**config.mk**
```make
export PLATFORM = sky130hd
export DESIGN_NAME = alu_seq_ctl
export DESIGN_NICKNAME = d
export VERILOG_FILES = /design/src/rtl/alu_seq_ctl.sv
export SDC_FILE = /design/constraint.sdc
export NUM_CORES = 1
export LEC_CHECK = 0
export BUFFER_PORTS_ARGS = -buffer_cell sky130_fd_sc_hd__buf_4
export CORE_MARGIN = 4
export CORE_UTILIZATION = 35
export DETAILED_ROUTE_END_ITERATION = 10
export GPL_ROUTABILITY_DRIVEN = 0
export GPL_TIMING_DRIVEN = 0
export HOLD_SLACK_MARGIN = 0.03
export SYNTH_ARGS = -nofsm -noshare
export SYNTH_HDL_FRONTEND = slang
export SYNTH_SLANG_ARGS = --single-unit
```
**constraint.sdc**
```tcl
create_clock -name clk -period 2.5 [get_ports clk]
set_input_delay 0.5 -clock clk [delete_from_list [all_inputs] [get_ports clk]]
set_output_delay 0.5 -clock clk [all_outputs]
set_load 0.05 [all_outputs]
```
**src/rtl/alu_seq_ctl.sv**
```systemverilog
// alu_seq_ctl: multi-cycle sequencer placed between instruction decode and
// the execute datapath (ALU, multiplier, serial shifter). One R-type op is
// accepted per start pulse, and the sequencer drives the control code, the
// operand load, the per-bit step and the result write strobes until the op
// retires.
module alu_seq_ctl #(
    parameter int MUL_STEPS = 32
) (
    input  logic       clk,
    input  logic       reset,
    input  logic       start,
    input  logic [5:0] funct,
    input  logic [4:0] shamt,
    output logic [5:0] ctl,
    output logic       busy,
    output logic       load,
    output logic       step,
    output logic       rd_we,
    output logic       hilo_we,
    output logic       done,
    output logic       illegal
);

    localparam logic [5:0] F_AND   = 6'd36;
    localparam logic [5:0] F_OR    = 6'd37;
    localparam logic [5:0] F_ADD   = 6'd32;
    localparam logic [5:0] F_SUB   = 6'd34;
    localparam logic [5:0] F_SLT   = 6'd42;
    localparam logic [5:0] F_SRL   = 6'd2;
    localparam logic [5:0] F_MULTU = 6'd25;

    // The multiplier counts down to zero, so it starts one below the step count.
    localparam logic [4:0] MUL_CNT_INIT = 5'(MUL_STEPS - 1);

    typedef enum logic [2:0] {
        S_IDLE,
        S_LOAD,
        S_MUL,
        S_SHIFT,
        S_WB
    } state_t;

    state_t     state, state_n;
    logic [5:0] op_r, op_n;
    logic [4:0] cnt, cnt_n;
    logic       illegal_r, illegal_n;

    function automatic logic is_legal(input logic [5:0] f);
        is_legal = (f == F_AND) || (f == F_OR)  || (f == F_ADD) ||
                   (f == F_SUB) || (f == F_SLT) || (f == F_SRL) ||
                   (f == F_MULTU);
    endfunction

    // State, captured op, step counter and illegal pulse register.
    always_ff @(posedge clk) begin
        if (reset) begin
            state     <= S_IDLE;
            op_r      <= 6'd0;
            cnt       <= 5'd0;
            illegal_r <= 1'b0;
        end else begin
            state     <= state_n;
            op_r      <= op_n;
            cnt       <= cnt_n;
            illegal_r <= illegal_n;
        end
    end

    // Next-state, counter sequencing and strobe decode from the current state.
    always_comb begin
        state_n   = state;
        op_n      = op_r;
        cnt_n     = cnt;
        illegal_n = 1'b0;
        load      = 1'b0;
        step      = 1'b0;
        rd_we     = 1'b0;
        hilo_we   = 1'b0;
        done      = 1'b0;

        case (state)
            S_IDLE: begin
                if (start) begin
                    if (is_legal(funct)) begin
                        op_n    = funct;
                        cnt_n   = shamt;
                        state_n = S_LOAD;
                    end else begin
                        illegal_n = 1'b1;
                    end
                end
            end
            S_LOAD: begin
                load = 1'b1;
                if (op_r == F_MULTU) begin
                    cnt_n   = MUL_CNT_INIT;
                    state_n = S_MUL;
                end else if (op_r == F_SRL) begin
                    if (cnt == 5'd0) begin
                        state_n = S_WB;
                    end else begin
                        cnt_n   = cnt - 5'd1;
                        state_n = S_SHIFT;
                    end
                end else begin
                    state_n = S_WB;
                end
            end
            S_MUL, S_SHIFT: begin
                step = 1'b1;
                if (cnt == 5'd0) begin
                    state_n = S_WB;
                end else begin
                    cnt_n = cnt - 5'd1;
                end
            end
            S_WB: begin
                done = 1'b1;
                if (op_r == F_MULTU) begin
                    hilo_we = 1'b1;
                end else begin
                    rd_we = 1'b1;
                end
                state_n = S_IDLE;
            end
            default: begin
                state_n = S_IDLE;
            end
        endcase
    end

    // The control code tracks the captured op for the whole busy window.
    always_comb begin
        busy = (state != S_IDLE);
        ctl  = busy ? op_r : 6'd0;
    end

    assign illegal = illegal_r;

endmodule
```
==> Word level (Yosys, flattened, before mapping) <==
Index checks and enable logic that the tools add are counted.
{ "op_classes": {"n_addsub": 1, "n_mul": 0, "div": 0, "magnitude_cmp": 0, "n_eq_ne": 17, "shifts": 0, "n_mux": 22, "bitwise_logic": 2, "n_reduce_logical": 15} }
{ "op_table": {"columns": ["cell", "n"], "rows": [
  ["== test 6 bit (second input constant)", 5],
  ["two-way mux 5 bit", 5],
  ["two-way mux 3 bit", 6],
  ["case mux 5 bit (3 select lines)", 1],
  ["== test 6 x 2 -> 1 bit (second input constant)", 2],
  ["== test 6 x 5 -> 1 bit (second input constant)", 2],
  ["case mux 3 bit (3 select lines)", 1],
  ["two-way mux 1 bit", 8],
  ["== test 3 x 2 -> 1 bit (second input constant)", 2],
  ["logical OR 1 bit", 6],
  ["two-way mux 6 bit", 1],
  ["inequality test 2 bit (second input constant)", 3],
  ["AND reduction 3 bit", 2],
  ["nonzero test 3 bit", 2],
  ["logical NOT 5 bit", 1],
  ["subtractor 5 x 1 -> 5 bit (second input constant)", 1],
  ["AND reduction 4 bit", 1],
  ["== test 3 x 1 -> 1 bit (second input constant)", 1],
  ["== test 3 bit (second input constant)", 1],
  ["logical NOT 3 bit", 1],
  ["inequality test 3 bit (second input constant)", 1],
  ["OR reduction 3 bit", 1],
  ["inverter 1 bit", 2],
  ["OR reduction 2 bit", 1]
]} }
{ "word_totals": {"reg_bits": 15, "latchBits": 0, "mem_bits_rw": 0, "rom_bits": 0, "inputBits": 14, "output_inout_bits": 13, "word_cells": 61, "memories": 0} }

==> Depth between registers and ports, before layout <==
Gate-level depths: netlist of run 1.
{ "depth": {"ltp_word": 10, "depth_mapped": 8, "depth_no_buf": 7} }

==> Worst setup path after synthesis of run 1 <==
No wires, ideal clock.
{ "synth_timing": {"path_type": "reg2out", "start": "register state[1]", "end": "output port hilo_we", "arrival_time_ps": 1567, "t_required_ps": 2000, "setup_slack_ps": 433, "stages_incl_launch_ff": 5, "n_path_buf": 1, "path_cell_list": "dfxtp_1 -> clkbuf_1 -> nor2_1 -> and2_1 -> and3_1"} }
{ "synth_via": {"elab_chain_len": 2} }
{ "synth_rtl": {"columns": ["element", "line", "text"], "rows": [
  ["start, declared", "43", "state_t state, state_n;"],
  ["start signal, assigned", "62", "state <= state_n;"],
  ["== test 3 bit", "81", "case (state)"],
  ["two-way mux 1 bit", "81", null],
  ["end, declared", "19", "output logic hilo_we,"]
]} }
Every way passes these cells.

==> Worst setup path in the final report of run 1 <==
{ "layout_timing": {"start": "register state[1]", "end": "output port ctl[5]"} }
{ "layout_via": {"elab_chain_len": 2} }
{ "layout_rtl": {"columns": ["element", "line", "text"], "rows": [
  ["nonzero test 3 bit", "134", "busy = (state != S_IDLE);"],
  ["two-way mux 6 bit", "135", "ctl = busy ? op_r : 6'd0;"],
  ["end, declared", "14", "output logic [5:0] ctl,"]
]} }
Every way passes these cells.

==> impl_metrics.py, run 1 <==
metrics = {
    "status": {
        "outcome": "finished clean",
    },
    "power": {
        "p_sw_frac": 0.451,
        "combPwrFrac": 0.617,
        "p_leak_nw": 0.588,
        "power.density_nw_per_um2": 947,
        "power.internal_mw": 0.678,
        "ir_worst_vdd_mv": 0.347,
        "p_seq_frac": 0.269,
        "power_mw": 1.23,
        "switchingPower_mw": 0.556,
        "p_clk_frac": 0.113,
    },
    "critical_path": {
        "path_class": "reg -> out",
        "worstSetupEndpointType": "primary output",
        "startpoint_type": "flip-flop",
        "crit_fanout": 9,
        "arrival_ns": 1.56,
        "critical_path_required_ns": 2.00,
    },
    "synth": {
        "async_flop_share": 0,
        "avgSynthCellArea_um2": 8.82,
        "synth_edf_count": 0,
        "syn_inst": 119,
        "syn-cell-area_um2": 1050,
        "ys_ff_latch": 15,
        "synth_nets": 134,
        "synth-seq-area-share": 0.286,
        "synth_cell_types": 52,
        "ys_warn_count": 0,
        "ys.flop_type": "dfxtp_1",
    },
    "floorplanning": {
        "dieArea_um2": 3940,
        "start_util": 0.374,
        "fp.coreArea_um2": 2810,
        "ios": 27,
        "die_h_um": 62.8,
        "rows": 19,
        "fp.dieW_um": 62.8,
    },
    "timing": {
        "tns_ns": 0,
        "whs_ns": 0.454,
        "finClkSkew_ns": 0.00712,
        "hold_viol_final": 0,
        "period_share": 0.824,
        "min_period_ns": 2.06,
        "fmax_mhz": 485,
        "worstMarginPinSlew_ns": 0.556,
        "relSlewSlack": 0.627,
        "rsz0062_at_grt": "no",
        "layout_setup_ws_ns": 0.440,
        "drv_slew": 0,
        "setup_viol": 0,
    },
    "finish": {
        "mostFrequentLayoutCells": "buf_4, dfxtp_1, nor2_1, nor2b_1, mux2i_1",
        "antenna_cells": 0,
        "fin_area_um2": 1300,
        "fillCellCount": 303,
        "fin_nets": 164,
        "layout_commonest_cell": "buf_4",
        "area_growth_pct": 24.1,
        "layout-drive-gt1-share": 0.297,
    },
    "grt": {
        "grtUsageTotal": 0.133,
        "grt_pass1_vias": 945,
        "antenna_found_initial": 0,
        "grt_max_degree": 11,
        "grt_pass1_wl_mm": 4.27,
        "grt-ovfl-total": 0,
    },
    "clock_tree": {
        "cts_tree": "yes",
        "cts_resized": 0,
        "clk_latency_ns": 0.28,
        "cts-root-buf": "clkbuf_4",
        "post_cts_buffers": 0,
        "cts.sink_count": 15,
        "h-tree-depth": 1,
        "numCtsBuffers": 3,
        "clkTransAtPathRegs_ns": 0.09,
        "postCtsHoldBufs": 0,
        "cts_buffer_depth": 2,
    },
    "placed_design": {
        "hpwl_mm": 1.91,
        "numPortBuffers": 25,
        "place_area_um2": 1280,
        "preCtsSetupSlack_ns": 0.422,
    },
    "routing": {
        "ant_nets": 0,
        "drc": 0,
        "first_pass_iters": 4,
        "drt_iter0_drc": 30,
        "via_per_inst": 5.47,
        "vias": 979,
        "drt-total-wl_mm": 2.48,
        "wl_per_cell_um": 13.9,
    },
    "hold_path": {
        "hold_path.class": "in -> reg",
    },
    "flow_run": {
        "maxCapViolations": 0,
    },
}
## cell type report
cell class | count | area (µm²) | area share
tap | 31 | 38.8 | 0.0298
multi-input combinational | 94 | 681 | 0.523
buffer | 7 | 57.6 | 0.0442
clock buffer | 4 | 26.3 | 0.0202
inverter | 3 | 11.3 | 0.00865
sequential | 15 | 300 | 0.231
timing repair buffer | 25 | 188 | 0.144
## cell families after synthesis
group	count (synthesis)	share of synthesized area
simple gates	56	0.322
mux	8	0.0810
compound gates	27	0.217
fa+ha+maj	1	0.0119
xor+xnor	2	0.0167
buf+inv	10	0.0655
flops	15	0.286
## critical path, stage by stage (launching register included)
cell,delay (ns)
dfxtp_1,0.31
clkbuf_1,0.18
nor3_2,0.47
nor2b_1,0.11
buf_4,0.21
## sequential cells by signal, summed over array words and instances (netlist names)
| register | cells |
|---|---|
| cnt | 5 |
| illegal | 1 |
| op_r | 6 |
| state | 3 |
## power by group through the flow
stage	logic (mW)	clock network (mW)	registers, mW
6_report	0.762	0.140	0.332
5_1_grt	0.835	0.156	0.338
4_1_cts	0.771	0.146	0.332
3_5_place_dp	0.769	0	0.337
3_3_place_gp	0.753	0	0.335
2_1_floorplan	0.597	0	0.335
## through the flow
stage,std cells,utilization
6_report,179,0.464
5_1_grt,179,0.464
4_1_cts,179,0.464
3_5_place_dp,175,0.455
3_3_place_gp,175,0.455
2_1_floorplan,119,-
## per-layer routing
layer	global-route usage	wire (µm)
met5	0	0
met3	0.0540	157
met1	0.162	1130
met2	0.222	1180
met4	0.0248	14
## worst paths after layout
check / start / depth (start not counted) / end / slack [ns]
min reg2reg: op_r[2]$_SDFFE_PP0P_ / 2 / op_r[2]$_SDFFE_PP0P_ / 0.53
max reg2reg: cnt[1]$_SDFFE_PP0P_ / 8 / cnt[1]$_SDFFE_PP0P_ / 0.51
max: state[1]$_SDFFE_PP0P_ / 4 / ctl[5] / 0.44
min: reset / 2 / illegal$_SDFF_PP0_ / 0.45
## cells in the mapped netlist (all sizes together), types with 2 or more instances
| cell | count | share of area |
|---|---|---|
| a31o | 2 | 0.017 |
| a21oi | 6 | 0.029 |
| or4b | 3 | 0.029 |
| nor4b | 2 | 0.017 |
| dfxtp | 15 | 0.29 |
| or4bb | 2 | 0.021 |
| a311oi | 4 | 0.039 |
| buf | 3 | 0.023 |
| inv | 3 | 0.011 |
| nand3 | 3 | 0.014 |
| nand2b | 4 | 0.024 |
| and2 | 3 | 0.018 |
| nor2 | 13 | 0.046 |
| nand2 | 6 | 0.021 |
| a31oi | 2 | 0.026 |
| clkbuf | 3 | 0.020 |
| nor2b | 10 | 0.060 |
| mux2i | 7 | 0.067 |
| o21ai | 2 | 0.013 |
| o21ba | 2 | 0.019 |
| nor3 | 3 | 0.019 |
Note: power is estimated with default switching activity, not from simulation.
==> inputs of run 2 (changes only) <==
--- a/config.mk
+++ b/config.mk
@@ -5,6 +5,7 @@
 export SDC_FILE = /design/constraint.sdc
 export NUM_CORES = 1
 export LEC_CHECK = 0
+export ABC_AREA = 1
 export BUFFER_PORTS_ARGS = -buffer_cell sky130_fd_sc_hd__buf_4
 export CORE_MARGIN = 4
 export CORE_UTILIZATION = 35
==> constraint.sdc (replaced) <==
create_clock -name clk -period 1.8 [get_ports clk]
set_input_delay 0.36 -clock clk [delete_from_list [all_inputs] [get_ports clk]]
set_output_delay 0.36 -clock clk [all_outputs]
set_load 0.05 [all_outputs]
==> run 2 against run 1 <==
  * Sequential power increased by 40%
  * Largest power group unchanged
  * Wire length is 7.3% higher
  * Global-route usage rose by 0.74 points
  * First-iteration DRC count increased by 80%
  * Total power up 30%
  * Critical endpoint is now busy
  * Non-clock buffer count decreased by 4
  * Sequential share of layout area decreased by 0.44 points
  * Combinational power grew 24%
  * Synthesized cell count is 44% higher
  * Clock power increased by 39%
  * Clock skew is 0.0016 ns lower
  * Synthesized area grew 1.8%
==> impl_metrics.py, run 2 <==
metrics = {
    "synth": {
        "synth_nets": 186,
        "syn-cell-area_um2": 1070,
        "ys_warn_count": 0,
        "synth_cell_types": 23,
        "yosys-top-cells-area": "dfxtp_1, nand2_1, nor2_1",
        "async_flop_share": 0,
        "synth_edf_count": 0,
        "yosysTopAreaCellShare": 0.281,
        "avgSynthCellArea_um2": 6.25,
        "yosysTopAreaCell": "dfxtp_1",
        "yosys.cell_count.top_type": "nand2_1",
        "ys.flop_type": "dfxtp_1",
        "ys_ff_latch": 15,
        "synth-seq-area-share": 0.281,
        "synthTopCellsByCount": "nand2_1, nor2_1, inv_1",
        "syn_inst": 171,
    },
    "finish": {
        "fin_nets": 217,
        "utilization": 0.473,
        "reg_top3": "op_r x6, cnt x5, state x3",
        "layout_commonest_cell": "nand2_1",
        "top_register": "op_r",
        "mostFrequentLayoutCells": "nand2_1, nor2_1, buf_4, inv_1",
        "area_growth_pct": 25.3,
        "layout-drive-gt1-share": 0.279,
        "antenna_cells": 0,
        "fillCellCount": 300,
        "largest_register_ffs": 6,
    },
    "hold_path": {
        "hold_path.class": "in -> reg",
    },
    "routing": {
        "via_per_inst": 4.91,
        "drt_iter0_drc": 54,
        "wl_per_cell_um": 11.5,
        "first_pass_iters": 4,
        "drc": 0,
        "vias": 1139,
        "drt-total-wl_mm": 2.66,
        "ant_nets": 0,
    },
    "floorplanning": {
        "die_h_um": 63.3,
        "fp.coreArea_um2": 2830,
        "fp.dieW_um": 63.3,
        "dieArea_um2": 4000,
        "start_util": 0.378,
        "ios": 27,
        "rows": 19,
    },
    "critical_path": {
        "critical_path_required_ns": 1.44,
        "arrival_ns": 1.34,
        "cp_top_family": "buffers and inverters",
        "worstSetupEndpointType": "primary output",
        "critical_path.cell_chain": "inv_1 -> nand2_1 -> buf_4 -> buf_4",
        "slowest_stage": "dfxtp_2",
        "crit_top_cell": "buf_4",
        "path_class": "reg -> out",
        "crit_buf_inv": 3,
        "crit_fanout": 10,
        "slowest_delay_ns": 0.42,
        "startpoint_type": "flip-flop",
    },
    "timing": {
        "setup_viol": 0,
        "rsz0062_at_grt": "no",
        "hold_viol_final": 0,
        "min_period_ns": 1.70,
        "relSlewSlack": 0.743,
        "fmax_mhz": 588,
        "finClkSkew_ns": 0.00556,
        "period_share": 0.944,
        "tns_ns": 0,
        "worstMarginPinSlew_ns": 0.385,
        "drv_slew": 0,
    },
    "grt": {
        "grt_pass1_vias": 1087,
        "grtUsageTotal": 0.141,
        "grt-ovfl-total": 0,
        "antenna_found_initial": 0,
        "grt_pass1_wl_mm": 4.54,
        "grt_max_degree": 11,
    },
    "placed_design": {
        "numPortBuffers": 26,
        "hpwl_mm": 2.07,
    },
    "status": {
        "outcome": "finished clean",
    },
    "power": {
        "power.density_nw_per_um2": 1200,
        "p_leak_nw": 0.669,
        "ir_worst_vdd_mv": 0.545,
        "p_seq_frac": 0.291,
        "p_clk_frac": 0.121,
        "combPwrFrac": 0.588,
        "p_sw_frac": 0.492,
        "power.internal_mw": 0.814,
        "switchingPower_mw": 0.787,
    },
    "flow_run": {
        "maxCapViolations": 0,
    },
    "clock_tree": {
        "cts_tree": "yes",
        "cts.sink_count": 15,
        "clk_latency_ns": 0.28,
        "cts_buffer_depth": 2,
        "clkTransAtPathRegs_ns": 0.09,
        "cts-root-buf": "clkbuf_4",
        "h-tree-depth": 1,
        "numCtsBuffers": 3,
    },
}
-- run 2: per-layer routing --
metal,share of wire,wire [µm],vias up,track usage
li1,-,-,598,-
met1,0.44,1160,501,0.162
met2,0.50,1320,34,0.256
met3,0.046,123,6,0.0195
met4,0.020,52,0,0.0647
met5,0,0,-,0
-- run 2: cell type report --
| class | count | area, µm² | area share |
|---|---|---|---|
| multi-input cells | 129 | 664 | 0.496 |
| flip-flops and latches | 15 | 303 | 0.226 |
| repair buffers | 26 | 195 | 0.146 |
| inverters | 25 | 96.3 | 0.0720 |
| well taps | 31 | 38.8 | 0.0290 |
| clock buffers | 4 | 26.3 | 0.0196 |
| plain buffers | 2 | 15.0 | 0.0112 |
-- run 2: worst reg2reg max path: cells and delay by family (launching register included) --
| family | cells | cell delay (ns) |
|---|---|---|
| adder cells (fa/ha/maj) | 1 | 0.26 |
| buffers and inverters | 1 | 0.11 |
| flip-flops | 1 | 0.32 |
| AND/OR/NAND/NOR | 5 | 0.71 |
-- run 2: power groups by stage --
stage | clock [mW] | sequential (mW) | combinational [mW]
2_1_floorplan | 0 | 0.464 | 0.724
3_3_place_gp | 0 | 0.467 | 0.914
3_5_place_dp | 0 | 0.469 | 0.937
4_1_cts | 0.202 | 0.463 | 0.945
5_1_grt | 0.222 | 0.474 | 1.05
6_report | 0.194 | 0.465 | 0.942
-- run 2: path summary, 6_finish.rpt --
check | start | to | slack, ns | cells past startpoint
max | state[2]$_SDFFE_PP0P_ | busy | 0.10 | 4
min | reset | state[1]$_SDFFE_PP0P_ | 0.24 | 2
max reg2reg | cnt[0]$_SDFFE_PP0P_ | state[2]$_SDFFE_PP0P_ | 0.34 | 7
min reg2reg | state[0]$_SDFFE_PP0P_ | state[0]$_SDFFE_PP0P_ | 0.53 | 2
-- run 2: repair_timing --
action | CTS | global route
gates cloned | 0 | 0
resized for setup | 2 | 3
hold buffers | 0 | 0
buffers inserted | 0 | 0
setup endpoints to repair | 6 | 7
-- run 2: through the flow --
step | total power, mW | instances | setup slack (ns) | cell area, µm² | hold slack, ns
floorplan | 1.19 | 171 | 0.0403 | 1070 | 0.429
global placement | 1.38 | 228 | 0.329 | 1300 | 0.502
detailed placement | 1.41 | 228 | 0.306 | 1300 | 0.508
CTS | 1.61 | 232 | 0.0707 | 1330 | 0.239
global route | 1.75 | 232 | 0.0200 | 1340 | 0.234
finish | 1.60 | 232 | 0.100 | 1340 | 0.241
-- run 2: logic make-up after synthesis --
group | after synthesis | synth area share
and+or+nand+nor | 112 | 0.523
buffers and inverters | 27 | 0.102
DFF | 15 | 0.281
AOI/OAI and AO/OA | 14 | 0.0656
xor gates and xnor gates | 2 | 0.0164
adders and majority gates | 1 | 0.0117
==> inputs of run 3 (changes only) <==
--- a/config.mk
+++ b/config.mk
@@ -6,7 +6,7 @@
 export NUM_CORES = 1
 export LEC_CHECK = 0
 export ABC_AREA = 1
-export BUFFER_PORTS_ARGS = -buffer_cell sky130_fd_sc_hd__buf_4
+export BUFFER_PORTS_ARGS = -buffer_cell sky130_fd_sc_hd__buf_2
 export CORE_MARGIN = 4
 export CORE_UTILIZATION = 35
 export DETAILED_ROUTE_END_ITERATION = 10
==> run 3 against run 2 <==
  * Combinational power decreased by 3.2%
  * First-iteration DRC count increased by 5.6%
  * Worst setup slack improved by 0.011 ns
  * Wire length decreased by 6.3%
  * Utilization decreased by 1.8 points
  * Largest cell class unchanged
==> impl_metrics.py, run 3 (same netlist as run 2, synthesis figures left out) <==
metrics = {
    "power": {
        "power.density_nw_per_um2": 1220,
        "ir_worst_vdd_mv": 0.484,
        "switchingPower_mw": 0.771,
        "p_seq_frac": 0.294,
        "power.internal_mw": 0.796,
        "p_sw_frac": 0.492,
        "p_clk_frac": 0.124,
        "p_leak_nw": 0.657,
        "combPwrFrac": 0.582,
        "power_mw": 1.57,
    },
    "critical_path": {
        "rr_worst_depth": 9,
        "crit_fanout": 10,
        "startpoint_type": "flip-flop",
        "arrival_ns": 1.33,
        "rr_endpoint": "cnt[1]$_SDFFE_PP0P_",
        "rr_startpoint": "cnt[0]$_SDFFE_PP0P_",
        "critical_path_required_ns": 1.44,
        "worstSetupEndpointType": "primary output",
        "path_class": "reg -> out",
        "rrSetupSlack_ns": 0.36,
    },
    "clock_tree": {
        "clkTransAtPathRegs_ns": 0.10,
        "cts_tree": "yes",
        "numCtsBuffers": 3,
        "clk_latency_ns": 0.28,
        "h-tree-depth": 1,
        "cts_buffer_depth": 2,
        "cts.sink_count": 15,
        "cts-root-buf": "clkbuf_4",
    },
    "grt": {
        "grt_pass1_vias": 1021,
        "grt_pass1_wl_mm": 4.28,
        "grt_max_degree": 11,
        "grtUsageTotal": 0.131,
        "antenna_found_initial": 0,
        "grt-ovfl-total": 0,
    },
    "timing": {
        "hold_viol_final": 0,
        "relSlewSlack": 0.744,
        "setup_viol": 0,
        "period_share": 0.939,
        "worstMarginPinSlew_ns": 0.383,
        "finClkSkew_ns": 0.00574,
        "tns_ns": 0,
        "fmax_mhz": 592,
        "drv_slew": 0,
        "rsz0062_at_grt": "no",
        "min_period_ns": 1.69,
    },
    "finish": {
        "layout-drive-gt1-share": 0.279,
        "layout_commonest_cell": "nand2_1",
        "fin_nets": 217,
        "largest_register_ffs": 6,
        "fillCellCount": 305,
        "finalNonFillerCells": 232,
        "fin_area_um2": 1290,
        "reg_top3": "op_r x6, cnt x5, state x3",
        "antenna_cells": 0,
        "mostFrequentLayoutCells": "nand2_1, nor2_1, inv_1, buf_2",
        "area_growth_pct": 20.6,
        "utilization": 0.456,
        "top_register": "op_r",
    },
    "routing": {
        "via_per_inst": 4.68,
        "wirelength_met1_mm": 1.15,
        "routed.top_layer": "met4",
        "ant_nets": 0,
        "drc": 0,
        "drt_iter0_drc": 57,
        "wl_per_cell_um": 10.7,
        "drt-total-wl_mm": 2.49,
        "first_pass_iters": 4,
        "met2WireLength_mm": 1.22,
        "met3_length_um": 107,
        "vias": 1086,
    },
    "floorplanning": {
        "start_util": 0.378,
        "fp.coreArea_um2": 2830,
        "die_h_um": 63.3,
        "dieArea_um2": 4000,
        "rows": 19,
        "ios": 27,
        "fp.dieW_um": 63.3,
    },
    "placed_design": {
        "numPortBuffers": 26,
        "place_area_um2": 1240,
        "dp.cells": 228,
        "hpwl_mm": 1.98,
    },
    "hold_path": {
        "whs_path_depth": 2,
        "holdPathEnd": "state[2]$_SDFFE_PP0P_",
        "hold_path.class": "in -> reg",
        "hp-start": "reset",
    },
    "flow_run": {
        "maxCapViolations": 0,
    },
    "status": {
        "outcome": "finished clean",
    },
}
run 3: cell count changes in the layout (fill, tap and decap cells not counted):
cell      previous run  this run
clkbuf_4             3         5
buf_4               28         6
buf_2                0        20
run 3: layout make-up:
type	count	area, µm²	area share
Buffer	2	15.0	0.0117
Tap cell	31	38.8	0.0301
Inverter	25	96.3	0.0748
Timing Repair Buffer	26	145	0.113
Multi-Input combinational cell	129	664	0.516
Clock buffer	4	26.3	0.0204
Sequential cell	15	303	0.235
run 3: per-layer routing:
| layer | up-vias | track usage |
|---|---|---|
| met1 | 471 | 0.147 |
| met3 | 2 | 0.0249 |
| met2 | 16 | 0.245 |
| met4 | 0 | 0.0404 |
| met5 | - | 0 |
| li1 | 597 | - |
run 3: worst max-delay path by stage:
stage	start	end	slack, ns	depth (start not counted)
floorplan	state[1]$_SDFFE_PP0P_	cnt[1]$_SDFFE_PP0P_	0.04	7
global placement	state[2]$_SDFFE_PP0P_	ctl[1]	0.31	5
detailed placement	state[2]$_SDFFE_PP0P_	ctl[1]	0.29	5
CTS	op_r[2]$_SDFFE_PP0P_	hilo_we	0.03	4
global route	state[0]$_SDFFE_PP0P_	busy	0.01	4
finish	state[0]$_SDFFE_PP0P_	busy	0.11	4
run 3: repair_timing:
item | in CTS | in global routing
hold buffers | 0 | 0
resized for setup | 4 | 9
setup endpoints to repair | 6 | 6
setup buffers | 0 | 0
run 3: power groups by stage:
stage / logic, mW / clock network (mW) / registers (mW)
3_3_place_gp: 0.887 / 0 / 0.465
2_1_floorplan: 0.724 / 0 / 0.464
3_5_place_dp: 0.902 / 0 / 0.467
6_report: 0.912 / 0.195 / 0.461
5_1_grt: 1.02 / 0.217 / 0.473
4_1_cts: 0.912 / 0.207 / 0.460
run 3: stage by stage:
step / setup WS, ns / hold WS (ns)
2_1_floorplan: 0.0403 / 0.429
3_3_place_gp: 0.306 / 0.499
3_5_place_dp: 0.291 / 0.501
4_1_cts: 0.0332 / 0.257
5_1_grt: 0.0137 / 0.255
6_report: 0.111 / 0.267
run 3: critical path: stages (launching register included):
cell,delay (ns)
dfxtp_1,0.34
nor2_2,0.16
nand2_1,0.13
buf_4,0.21
buf_4,0.20
